[src/rtl/gpu_pkg.sv]
// Shared types and constants for the rectangle-fill engine.
// FSM state encoding, framebuffer defaults and byte-lane mask widths.
package gpu_pkg;

   typedef enum logic [1:0] {
      IDLE  = 2'd0,
      SETUP = 2'd1,
      FILL  = 2'd2,
      DONE  = 2'd3
   } state_t;

   localparam int FB_WIDTH_DEF  = 400;
   localparam int FB_HEIGHT_DEF = 300;

   localparam int LANE_BITS = 2;
   localparam int LANES     = 4;

endpackage

[src/rtl/rect_fill_lane_mask.sv]
// Byte-lane write mask: enables every lane from start_lane_i through end_lane_i inclusive.
module rect_fill_lane_mask
   import gpu_pkg::*;
(
   input  logic [LANE_BITS-1:0] start_lane_i,
   input  logic [LANE_BITS-1:0] end_lane_i,
   output logic [LANES-1:0]     mask_o
);

   always_comb begin
      mask_o = '0;
      for (int i = 0; i < LANES; i++) begin
         if ((LANE_BITS'(i) >= start_lane_i) && (LANE_BITS'(i) <= end_lane_i)) begin
            mask_o[i] = 1'b1;
         end
      end
   end

endmodule

[src/rtl/rect_fill.sv]
// Rectangle fill engine: writes one framebuffer word per cycle, one byte per pixel.
// Optional macro RECT_FILL_CLIP_EN clips to the framebuffer instead of rejecting.
module rect_fill
   import gpu_pkg::*;
#(
   parameter int FB_WIDTH       = FB_WIDTH_DEF,
   parameter int FB_HEIGHT      = FB_HEIGHT_DEF,
   parameter int COORD_BITS     = 10,
   parameter int BRAM_ADDR_BITS = 32,
   parameter int BRAM_DATA_BITS = 32
) (
   input  logic                        clk_i,
   input  logic                        reset_ni,
   input  logic                        cmd_valid_i,
   output logic                        cmd_ready_o,
   input  logic [COORD_BITS-1:0]       cmd_x_i,
   input  logic [COORD_BITS-1:0]       cmd_y_i,
   input  logic [COORD_BITS-1:0]       cmd_w_i,
   input  logic [COORD_BITS-1:0]       cmd_h_i,
   input  logic [7:0]                  cmd_color_i,
   output logic                        busy_o,
   output logic                        done_o,
   output logic                        err_o,
   output logic                        bram_clk_o,
   output logic                        bram_rst_o,
   output logic                        bram_en_o,
   output logic [BRAM_ADDR_BITS-1:0]   bram_addr_o,
   output logic [BRAM_DATA_BITS-1:0]   bram_din_o,
   input  logic [BRAM_DATA_BITS-1:0]   bram_dout_i,
   output logic [BRAM_DATA_BITS/8-1:0] bram_we_o
);

   localparam int CW1 = COORD_BITS + 1;
   localparam int AW  = BRAM_ADDR_BITS;
   localparam int BW  = BRAM_DATA_BITS / 8;
   localparam logic [CW1-1:0] FB_W_C = CW1'(FB_WIDTH);
   localparam logic [CW1-1:0] FB_H_C = CW1'(FB_HEIGHT);

   // Handshake: a command transfers on a rising edge where cmd_valid_i and
   // cmd_ready_o are both high; ready is high only in IDLE.
   state_t                state_q, state_d;
   logic [COORD_BITS-1:0] cx_q, cx_d, cy_q, cy_d, cw_q, cw_d, ch_q, ch_d;
   logic [7:0]            color_q, color_d;
   logic [CW1-1:0]        x_q, x_d, y_q, y_d, x_end_q, x_end_d, y_end_q, y_end_d;
   logic [AW-1:0]         row_base_q, row_base_d;
   logic                  err_q, err_d;

   logic [CW1-1:0]        x_end_raw, y_end_raw, x_end_s, y_end_s;
   logic                  setup_err, setup_empty;
   logic [AW-1:0]         pix_addr, row_last;
   logic [LANE_BITS-1:0]  start_lane, end_lane;
   logic [LANES-1:0]      lane_mask;
   logic [CW1-1:0]        x_adv, y_inc;
   logic                  row_done, last_row, in_fill;
   logic                  dout_unused;

   assign dout_unused = ^bram_dout_i;

   assign x_end_raw = {1'b0, cx_q} + {1'b0, cw_q};
   assign y_end_raw = {1'b0, cy_q} + {1'b0, ch_q};

`ifdef RECT_FILL_CLIP_EN
   assign x_end_s   = (x_end_raw > FB_W_C) ? FB_W_C : x_end_raw;
   assign y_end_s   = (y_end_raw > FB_H_C) ? FB_H_C : y_end_raw;
   assign setup_err = 1'b0;
`else
   assign x_end_s   = x_end_raw;
   assign y_end_s   = y_end_raw;
   assign setup_err = (x_end_raw > FB_W_C) || (y_end_raw > FB_H_C);
`endif

   // Clipped origin beyond the edge collapses to an empty area here too.
   assign setup_empty = setup_err || (x_end_s <= {1'b0, cx_q}) || (y_end_s <= {1'b0, cy_q});

   assign pix_addr   = row_base_q + AW'(x_q);
   assign row_last   = row_base_q + AW'(x_end_q) - AW'(1);
   assign start_lane = pix_addr[LANE_BITS-1:0];
   assign end_lane   = (pix_addr[AW-1:LANE_BITS] == row_last[AW-1:LANE_BITS]) ?
                       row_last[LANE_BITS-1:0] : LANE_BITS'(LANES - 1);
   assign x_adv      = x_q + CW1'(3'd4 - {1'b0, start_lane});
   assign y_inc      = y_q + CW1'(1);
   assign row_done   = (x_adv >= x_end_q);
   assign last_row   = (y_inc >= y_end_q);

   rect_fill_lane_mask u_lane_mask (
      .start_lane_i (start_lane),
      .end_lane_i   (end_lane),
      .mask_o       (lane_mask)
   );

   always_comb begin
      state_d    = state_q;
      cx_d       = cx_q;
      cy_d       = cy_q;
      cw_d       = cw_q;
      ch_d       = ch_q;
      color_d    = color_q;
      x_d        = x_q;
      y_d        = y_q;
      x_end_d    = x_end_q;
      y_end_d    = y_end_q;
      row_base_d = row_base_q;
      err_d      = err_q;
      case (state_q)
         IDLE: begin
            if (cmd_valid_i) begin
               cx_d    = cmd_x_i;
               cy_d    = cmd_y_i;
               cw_d    = cmd_w_i;
               ch_d    = cmd_h_i;
               color_d = cmd_color_i;
               state_d = SETUP;
            end
         end
         SETUP: begin
            x_end_d    = x_end_s;
            y_end_d    = y_end_s;
            x_d        = {1'b0, cx_q};
            y_d        = {1'b0, cy_q};
            row_base_d = AW'(cy_q) * AW'(FB_WIDTH);
            err_d      = setup_err;
            state_d    = setup_empty ? DONE : FILL;
         end
         FILL: begin
            if (row_done) begin
               x_d        = {1'b0, cx_q};
               y_d        = y_inc;
               row_base_d = row_base_q + AW'(FB_WIDTH);
               if (last_row) begin
                  state_d = DONE;
               end
            end else begin
               x_d = x_adv;
            end
         end
         DONE: begin
            err_d   = 1'b0;
            state_d = IDLE;
         end
         default: state_d = IDLE;
      endcase
   end

   always_ff @(posedge clk_i) begin
      if (!reset_ni) begin
         state_q    <= IDLE;
         cx_q       <= '0;
         cy_q       <= '0;
         cw_q       <= '0;
         ch_q       <= '0;
         color_q    <= '0;
         x_q        <= '0;
         y_q        <= '0;
         x_end_q    <= '0;
         y_end_q    <= '0;
         row_base_q <= '0;
         err_q      <= 1'b0;
      end else begin
         state_q    <= state_d;
         cx_q       <= cx_d;
         cy_q       <= cy_d;
         cw_q       <= cw_d;
         ch_q       <= ch_d;
         color_q    <= color_d;
         x_q        <= x_d;
         y_q        <= y_d;
         x_end_q    <= x_end_d;
         y_end_q    <= y_end_d;
         row_base_q <= row_base_d;
         err_q      <= err_d;
      end
   end

   assign in_fill     = (state_q == FILL);
   assign cmd_ready_o = (state_q == IDLE);
   assign busy_o      = (state_q != IDLE);
   assign done_o      = (state_q == DONE);
   assign err_o       = (state_q == DONE) && err_q;

   assign bram_clk_o  = clk_i;
   assign bram_rst_o  = ~reset_ni;
   assign bram_we_o   = in_fill ? BW'(lane_mask) : '0;
   assign bram_en_o   = |bram_we_o;
   assign bram_addr_o = in_fill ? {pix_addr[AW-1:LANE_BITS], {LANE_BITS{1'b0}}} : '0;
   assign bram_din_o  = in_fill ? {BW{color_q}} : '0;

endmodule

[config.mk]
export PLATFORM = sky130hd
export DESIGN_NAME = rect_fill
export DESIGN_NICKNAME = d
export VERILOG_FILES = /design/src/rtl/gpu_pkg.sv /design/src/rtl/rect_fill_lane_mask.sv /design/src/rtl/rect_fill.sv
export SDC_FILE = /design/constraint.sdc
export NUM_CORES = 1
export LEC_CHECK = 0
export BUFFER_PORTS_ARGS = -buffer_cell sky130_fd_sc_hd__buf_4
export CAP_MARGIN = 20
export CELL_PAD_IN_SITES_DETAIL_PLACEMENT = 0
export CELL_PAD_IN_SITES_GLOBAL_PLACEMENT = 1
export CORE_ASPECT_RATIO = 0.75
export CORE_MARGIN = 10
export CORE_UTILIZATION = 47
export DETAILED_ROUTE_END_ITERATION = 7
export PLACE_DENSITY_LB_ADDON = 0.3
export SKIP_LAST_GASP = 1
export SYNTH_ARGS = -nofsm -noshare
export SYNTH_HDL_FRONTEND = slang
export SYNTH_SLANG_ARGS = --single-unit
[constraint.sdc]
create_clock -name clk_i -period 12.7 [get_ports clk_i]
set_clock_uncertainty 0.2 [all_clocks]
set_input_delay 2.54 -clock clk_i [delete_from_list [all_inputs] [get_ports clk_i]]
set_output_delay 2.54 -clock clk_i [all_outputs]
set_load 0.01 [all_outputs]
==> results of run 1 <==
## critical path, delay by kind of cell
| kind | cells | cell delay (ns) |
|---|---|---|
| buffers and inverters | 3 | 0.38 |
## metal layers
metal	track usage, %	part of all wire, %
met1	30.4	52
met2	31.7	43
met3	4.01	5.2
met4	3.93	0.58
met5	0	0
## flip-flops by register name, indices dropped and copies added (netlist names)
register,count
x_q,11
cx_q,10
err_q,1
color_q,8
cw_q,10
x_end_q,11
y_q,11
y_end_q,11
ch_q,10
cy_q,10
row_base_q,28
state_q,2
## cells by family after synthesis
group                      Yosys count  share of synthesized area, %
other                                2                        0.0638
adders and majority gates          179                          19.5
DFF                                123                          20.9
AOI/OAI and AO/OA                  362                          19.9
xor gates and xnor gates           138                          10.7
and+or+nand+nor                    485                          18.9
buffers and inverters              218                          7.81
muxes                               26                          2.22
## final timing paths
check | depth (start not counted) | to | from | slack [ns]
max reg2reg | 18 | row_base_q[31]$_SDFFE_PN0P_ | x_q[1]$_SDFFE_PN0P_ | 7.51
min reg2reg | 2 | color_q[1]$_SDFFE_PN0P_ | color_q[1]$_SDFFE_PN0P_ | 0.25
min | 2 | color_q[1]$_SDFFE_PN0P_ | color_q[1]$_SDFFE_PN0P_ | 0.25
max | 3 | bram_clk_o | clk_i | 3.23
## through the flow
step | utilization (%) | total power [µW] | instances | hold slack [ns]
6_report | 54.0 | 3080 | 1956 | 0.248
5_1_grt | 54.0 | 3360 | 1956 | 0.265
4_1_cts | 54.0 | 3080 | 1956 | 0.252
3_5_place_dp | 51.4 | 2530 | 1921 | 0.244
3_3_place_gp | 51.4 | 2500 | 1921 | 0.238
2_1_floorplan | - | 2070 | 1535 | 0.232
## power by group through the flow
stage	Sequential, µW	Combinational [µW]	Clock, µW
after floorplan	524	1540	6.49
after global placement	554	1940	6.49
after detailed placement	555	1970	6.49
after CTS	547	1980	546
after global routing	560	2230	566
final	548	1990	537
## placed cells by master, fill, tap and decap left out, drive strengths merged, types with 18 or more instances in the layout
cell type / instances
o21ai: 58
nand3: 30
ha: 171
dfxtp: 123
mux2i: 25
a21oi: 147
buf: 130
xnor2: 104
and3: 18
xor2: 31
nand2: 177
nor3: 26
nor2: 134
nand4: 19
inv: 135
clkbuf: 23
a211oi: 19
a21o: 27
and2: 28
## area by class of cell
class / count / area, µm²
Clock buffer: 24 / 529
Clock inverter: 12 / 124
Fill cell: 2465 / 11400
Inverter: 136 / 512
Multi-Input combinational cell: 1194 / 8400
Sequential cell: 123 / 2460
Tap cell: 338 / 423
Timing Repair Buffer: 129 / 968
==> impl_metrics.json, run 1 <==
{
  "hold_path.class": "flip-flop to flip-flop",
  "cpMostUsedCell": "clkbuf_16",
  "dp_slack_ns": 3.49,
  "p_per_area_mw_per_mm2": 229,
  "grt_pass1_wl_um": 54000,
  "viasPerCell": 5.43,
  "vias": 10600,
  "initial_utilization_pct": 47.4,
  "arrival_ns": 6.73,
  "p_comb_share_pct": 64.7,
  "hpwl_um": 26700,
  "peakVddDrop_mv": 0.118,
  "core_mm2": 0.0248,
  "slowest_stage": "clkbuf_16",
  "leakage_uw": 0.00612,
  "nets": 1867,
  "synth.area.top_cells": "dfxtp_1, ha_1, xnor2_1, a21oi_1, nand2_1",
  "power.internal_uw": 1620,
  "tns_ns": 0,
  "drc": 0,
  "drtPass1Iterations": 7,
  "antenna_found_initial": 0,
  "syn_area_per_cell_um2": 7.68,
  "end_kind": "output pin",
  "grt.overflow.total": 0,
  "final_area_mm2": 0.0134,
  "worst_path_largest_cell_delay_ns": 0.13,
  "die_w_um": 203,
  "grt_max_degree": 70,
  "yosysUniqueCellTypes": 71,
  "post-cts-setup-buffer-count": 0,
  "fin_ws_ns": 3.23,
  "core.rowCount": 50,
  "clk_pin_slew_ns": 0.06,
  "clkLatencyLatePin_ns": 0.54,
  "cts_tree": "yes",
  "die_h_um": 157,
  "critical_path_peak_fanout": 2,
  "yosys-top-cells-count": "nand2_1, ha_1, a21oi_1, inv_1, nor2_1",
  "status": "completed",
  "area_delta_synth_final_pct": 14.0,
  "drtIter0Drc": 807,
  "seq_area_frac_synth_pct": 20.9,
  "crit_type": "clock port to output pin",
  "cp.required_ns": 9.96,
  "clockPowerShare_pct": 17.5,
  "grt.total_usage_pct": 21.0,
  "pwr-share-seq_pct": 17.8,
  "pin_count": 158,
  "yosys.area.top_type_share_pct": 20.9,
  "hold_buffers": 0,
  "synth-edff-count": 0,
  "gp_congestion": 0.931,
  "antennaDiodeCount": 0,
  "cts_resized": 0,
  "ys.flop_type": "dfxtp_1",
  "grt_pass1_vias": 10200,
  "drive_above_1_share_pct": 11.5,
  "synth_area_leader_cell": "dfxtp_1",
  "drv_slew": 0,
  "syn_inst": 1533,
  "rsz0062_at_grt": "no",
  "max_slew_margin_pct": 30.0,
  "cp-start-kind": "clock port",
  "final-hold-violation-count": 0,
  "ys_warn_count": 0,
  "crit_chain": "clkbuf_16 > clkbuf_16 > buf_4",
  "portBuffers": 123,
  "syn_area_mm2": 0.0118,
  "routed_wl_um": 33500,
  "ys_ff_latch": 123,
  "detail-route-antenna-nets": 0,
  "placed_area_mm2": 0.0128,
  "max_cap_violations": 0,
  "die_area_mm2": 0.0318,
  "synth.most_common_cell": "nand2_1",
  "synthArstFlopShare_pct": 0,
  "worst_pin_slew_ns": 1.05,
  "wl_per_cell_um": 17.1,
  "sw_frac_of_total_pct": 47.4,
  "setup_viol": 0,
  "p_sw_uw": 1460
}
Power figures use the tool's default switching activity.
==> inputs of run 2 (changes only) <==
CORE_UTILIZATION = 40   (was 47)
clock period = 8.47 ns   (was 12.7 ns; I/O delays follow)
==> impl_metrics.json, run 2 (same netlist as run 1, synthesis figures left out) <==
{
  "reg2regPathDepth": 19,
  "leakage_uw": 0.00615,
  "rsz0062_at_grt": "no",
  "tns_ns": 0,
  "multi_input_area_mm2": 0.00840,
  "fillCellCount": 2988,
  "arrival_ns": 4.61,
  "hpwl_um": 27300,
  "layout_common_cells": "nand2_1, ha_1, a21oi_1",
  "grt.total_usage_pct": 18.7,
  "dp_slack_ns": 2.22,
  "fin_ws_ns": 1.96,
  "detail-route-antenna-nets": 0,
  "drc": 0,
  "final_common_cell": "nand2_1",
  "seqCellArea_mm2": 0.00246,
  "cp.required_ns": 6.58,
  "crit_type": "clock port to output pin",
  "cts_tree": "yes",
  "core_mm2": 0.0291,
  "nets": 1869,
  "cpMostUsedCell": "clkbuf_16",
  "initial_utilization_pct": 40.5,
  "critical_path_peak_fanout": 2,
  "wl_per_cell_um": 17.1,
  "status": "completed",
  "pin_count": 158,
  "critPathTopFamily": "buffers and inverters",
  "vias": 10600,
  "die_h_um": 169,
  "max_freq_ghz": 0.155,
  "antenna_found_initial": 0,
  "max_cap_violations": 0,
  "crit-reg2reg-launch": "x_q[1]$_SDFFE_PN0P_",
  "crit_chain": "clkbuf_16 > clkbuf_16 > buf_4",
  "setup_viol": 0,
  "die_w_um": 218,
  "viasPerCell": 5.25,
  "drtPass1Iterations": 5,
  "area_delta_synth_final_pct": 14.8,
  "reg2reg_to": "row_base_q[31]$_SDFFE_PN0P_",
  "cts_resized": 0,
  "slowest_stage": "clkbuf_16",
  "die_area_mm2": 0.0368,
  "end_kind": "output pin",
  "antennaDiodeCount": 0,
  "final-hold-violation-count": 0,
  "holdPathStages": 2,
  "cp-start-kind": "clock port",
  "min_period_ns": 6.51,
  "post-cts-setup-buffer-count": 0,
  "core.rowCount": 54,
  "peakVddDrop_mv": 0.157,
  "hold_end": "color_q[1]$_SDFFE_PN0P_",
  "cp_num_cells": 3,
  "drv_slew": 0,
  "hold_path.class": "flip-flop to flip-flop",
  "reg2reg_slack_ns": 3.59,
  "regMostFlops": "row_base_q",
  "path_buf_inv": 3,
  "max_slew_margin_pct": 28.2,
  "hold_buffers": 0,
  "routed_wl_um": 34300,
  "drive_above_1_share_pct": 11.4,
  "p_per_area_mw_per_mm2": 345,
  "worstHoldStart": "color_q[1]$_SDFFE_PN0P_",
  "largest_reg_flops": 28,
  "drtIter0Drc": 726,
  "clk_pin_slew_ns": 0.05,
  "grt.overflow.total": 0,
  "grt_pass1_wl_um": 55300,
  "worst_pin_slew_ns": 1.07,
  "gp_congestion": 0.918,
  "grt_pass1_vias": 10100,
  "grt_max_degree": 80,
  "fin_crit_sh_pct": 76.8,
  "worst_path_largest_cell_delay_ns": 0.13,
  "clkLatencyLatePin_ns": 0.54,
  "portBuffers": 123
}
## run 2: metrics by stage
stage	util (%)	total power (µW)	hold WS, ns	cells	cell area (µm²)
after CTS	46.5	4660	0.251	2009	13500
after detailed placement	44.3	3820	0.244	1977	12900
after floorplan	-	3100	0.232	1535	11800
final	46.5	4660	0.249	2009	13500
after global routing	46.5	5070	0.268	2009	13500
after global placement	44.3	3790	0.238	1977	12900
## run 2: final cells by class
| type | instances | share of cell area (%) |
|---|---|---|
| well taps | 392 | 3.63 |
| flip-flops and latches | 123 | 18.2 |
| clock inverters | 8 | 0.880 |
| clock buffers | 25 | 4.02 |
| repair buffers | 131 | 7.28 |
| multi-input cells | 1194 | 62.2 |
| inverters | 136 | 3.79 |
## run 2: worst max path at each step
stage | start | endpoint | slack (ns)
detailed placement | clk_i | bram_clk_o | 2.22
global placement | clk_i | bram_clk_o | 2.22
floorplan | clk_i | bram_clk_o | 2.22
finish | clk_i | bram_clk_o | 1.96
global route | row_base_q[13]$_SDFFE_PN0P_ | bram_we_o[3] | 1.68
CTS | clk_i | bram_clk_o | 1.96
## run 2: worst register-to-register path: stages (launching register included)
cell and delay [ns]:
dfxtp_1 0.43, inv_1 0.12, ha_1 0.23, ha_1 0.33, nor2b_1 0.18, o21a_1 0.19, and3_1 0.21, nand3_1 0.18
xnor2_1 0.18, ha_1 0.29, a21o_1 0.16, a21o_1 0.17, a211o_1 0.32, a21oi_1 0.36, inv_1 0.23, and3_1 0.24
buf_4 0.21, nand4_1 0.30, or3_1 0.16, a21oi_1 0.06
## run 2: power by group
part	switching (µW)	internal, µW
Combinational	1780	1230
Clock	287	538
Sequential	131	691
## run 2: metal layers
layer  wire (µm)  vias up  GRT usage, %
met1       17900     4889          27.6
li1            -     5402             -
met4         258        0          3.92
met2       14200      245          26.9
met3        1960       18          3.81
met5           0        -             0
==> inputs of run 3 (changes only) <==
clock period = 5.8 ns   (was 8.47 ns; I/O delays follow)
==> impl_metrics.json, run 3 (same netlist as run 1, synthesis figures left out) <==
{
  "dp_slack_ns": 0.528,
  "viasPerCell": 5.29,
  "regMostFlops": "row_base_q",
  "crit_chain": "inv_1 > ha_1 > inv_1 > ha_1 > a21o_1 > a31o_2 > o2111ai_2 > a41o_1 > nand2b_1 > xnor2_1 > nor3_1 > o2111ai_1 > nor4_4 > a41oi_1 > buf_4",
  "nets": 1875,
  "peakVddDrop_mv": 0.225,
  "critical_path_peak_fanout": 6,
  "grt_pass1_vias": 10300,
  "hpwl_um": 27200,
  "seqCellArea_mm2": 0.00246,
  "hold_buffers": 0,
  "die_h_um": 169,
  "grt.overflow.total": 0,
  "final_common_cell": "nand2_1",
  "fillCellCount": 2963,
  "max_freq_ghz": 0.180,
  "status": "completed",
  "detail-route-antenna-nets": 0,
  "drtPass1Iterations": 5,
  "reg2regPathDepth": 18,
  "vias": 10700,
  "leakage_uw": 0.00620,
  "grt.total_usage_pct": 18.7,
  "grt_pass1_wl_um": 55800,
  "grt_max_degree": 76,
  "portBuffers": 123,
  "min_period_ns": 5.55,
  "multi_input_area_mm2": 0.00848,
  "core_mm2": 0.0291,
  "worst_path_largest_cell_delay_ns": 0.38,
  "clkLatencyLatePin_ns": 0.54,
  "gp_congestion": 0.925,
  "antenna_found_initial": 0,
  "fin_ws_ns": 0.251,
  "slowest_stage": "ha_1",
  "drv_slew": 0,
  "cp-startpoint": "row_base_q[5]$_SDFFE_PN0P_",
  "drive_above_1_share_pct": 12.9,
  "crit_end": "bram_we_o[2]",
  "area_delta_synth_final_pct": 16.2,
  "rsz0062_at_grt": "no",
  "reg2reg_slack_ns": 1.05,
  "largest_reg_flops": 28,
  "cp-start-kind": "flip-flop",
  "p_per_area_mw_per_mm2": 508,
  "antennaDiodeCount": 0,
  "hold_path.class": "flip-flop to flip-flop",
  "routed_wl_um": 34400,
  "wl_per_cell_um": 17.1,
  "layout_common_cells": "nand2_1, ha_1, a21oi_1",
  "drtIter0Drc": 821,
  "reg2reg_to": "row_base_q[18]$_SDFFE_PN0P_",
  "pin_count": 158,
  "worst_pin_slew_ns": 0.836,
  "crit-reg2reg-launch": "x_q[1]$_SDFFE_PN0P_",
  "die_w_um": 218,
  "tns_ns": 0,
  "final-hold-violation-count": 0,
  "dp.cells": 1981,
  "max_cap_violations": 0,
  "fin_cells": 2018,
  "die_area_mm2": 0.0368,
  "clk_pin_slew_ns": 0.06,
  "fin_crit_sh_pct": 95.7,
  "cts_tree": "yes",
  "max_slew_margin_pct": 44.2,
  "crit_type": "flip-flop to output pin",
  "cp.required_ns": 4.44,
  "end_kind": "output pin",
  "arrival_ns": 4.19,
  "setup_viol": 0,
  "drc": 0,
  "core.rowCount": 54,
  "initial_utilization_pct": 40.5
}
run 3: changes by cell type in the layout (fill, tap and decap cells not counted), moves of 4 or more:
cell        change
a21oi_2         +4
buf_4           +6
a21oi_1         -4
clkinvlp_4      +4
run 3: cell type report:
cell class | instances | share of cell area (%)
clock buffer | 23 | 3.92
clock inverter | 13 | 1.21
inverter | 136 | 3.74
multi-input combinational | 1194 | 62.0
sequential | 123 | 18.0
tap | 392 | 3.59
timing repair buffer | 137 | 7.52
run 3: critical path: cells and delay by family, from the launching register on:
kind,cells,cell delay (ns)
AO/OA/AOI/OAI,6,1.37
AND/OR/NAND/NOR,3,0.78
adder cells (fa/ha/maj),2,0.66
flip-flops,1,0.37
buffers and inverters,3,0.33
XOR/XNOR,1,0.15
run 3: stage by stage:
stage	utilization, %	total power [µW]	area [µm²]	hold WS, ns
finish	47.1	6950	13700	0.250
global route	47.1	7570	13700	0.264
CTS	46.8	6860	13600	0.250
detailed placement	44.4	5570	12900	0.242
global placement	44.4	5560	12900	0.238
floorplan	-	4530	11800	0.232
run 3: where the power goes:
| group | switching [µW] | total, µW | internal, µW |
|---|---|---|---|
| Clock | 449 | 1250 | 797 |
| Sequential | 185 | 1190 | 1010 |
| Combinational | 2660 | 4510 | 1850 |
| Total | 3300 | 6950 | 3660 |
run 3: how the worst min path moves through the flow:
stage               cells past startpoint                      end               startpoint
floorplan                               2  color_q[0]$_SDFFE_PN0P_  color_q[0]$_SDFFE_PN0P_
global placement                        2  color_q[2]$_SDFFE_PN0P_  color_q[2]$_SDFFE_PN0P_
detailed placement                      2  color_q[6]$_SDFFE_PN0P_  color_q[6]$_SDFFE_PN0P_
CTS                                     2  color_q[6]$_SDFFE_PN0P_  color_q[6]$_SDFFE_PN0P_
global route                            2  color_q[6]$_SDFFE_PN0P_  color_q[6]$_SDFFE_PN0P_
finish                                  2  color_q[1]$_SDFFE_PN0P_  color_q[1]$_SDFFE_PN0P_
run 3: per-layer routing:
layer	vias to the layer above	wire (µm)	track usage, %
met5	-	0	0
met4	0	224	3.40
met3	20	1610	3.15
met2	228	14400	27.5
met1	4998	18200	27.8
li1	5429	-	-
run 3: repair_timing:
action	CTS	global route
gates resized for setup	2	16
setup endpoints to repair	3	4
pin swaps	0	6
cloned	0	0
buffers inserted	0	2
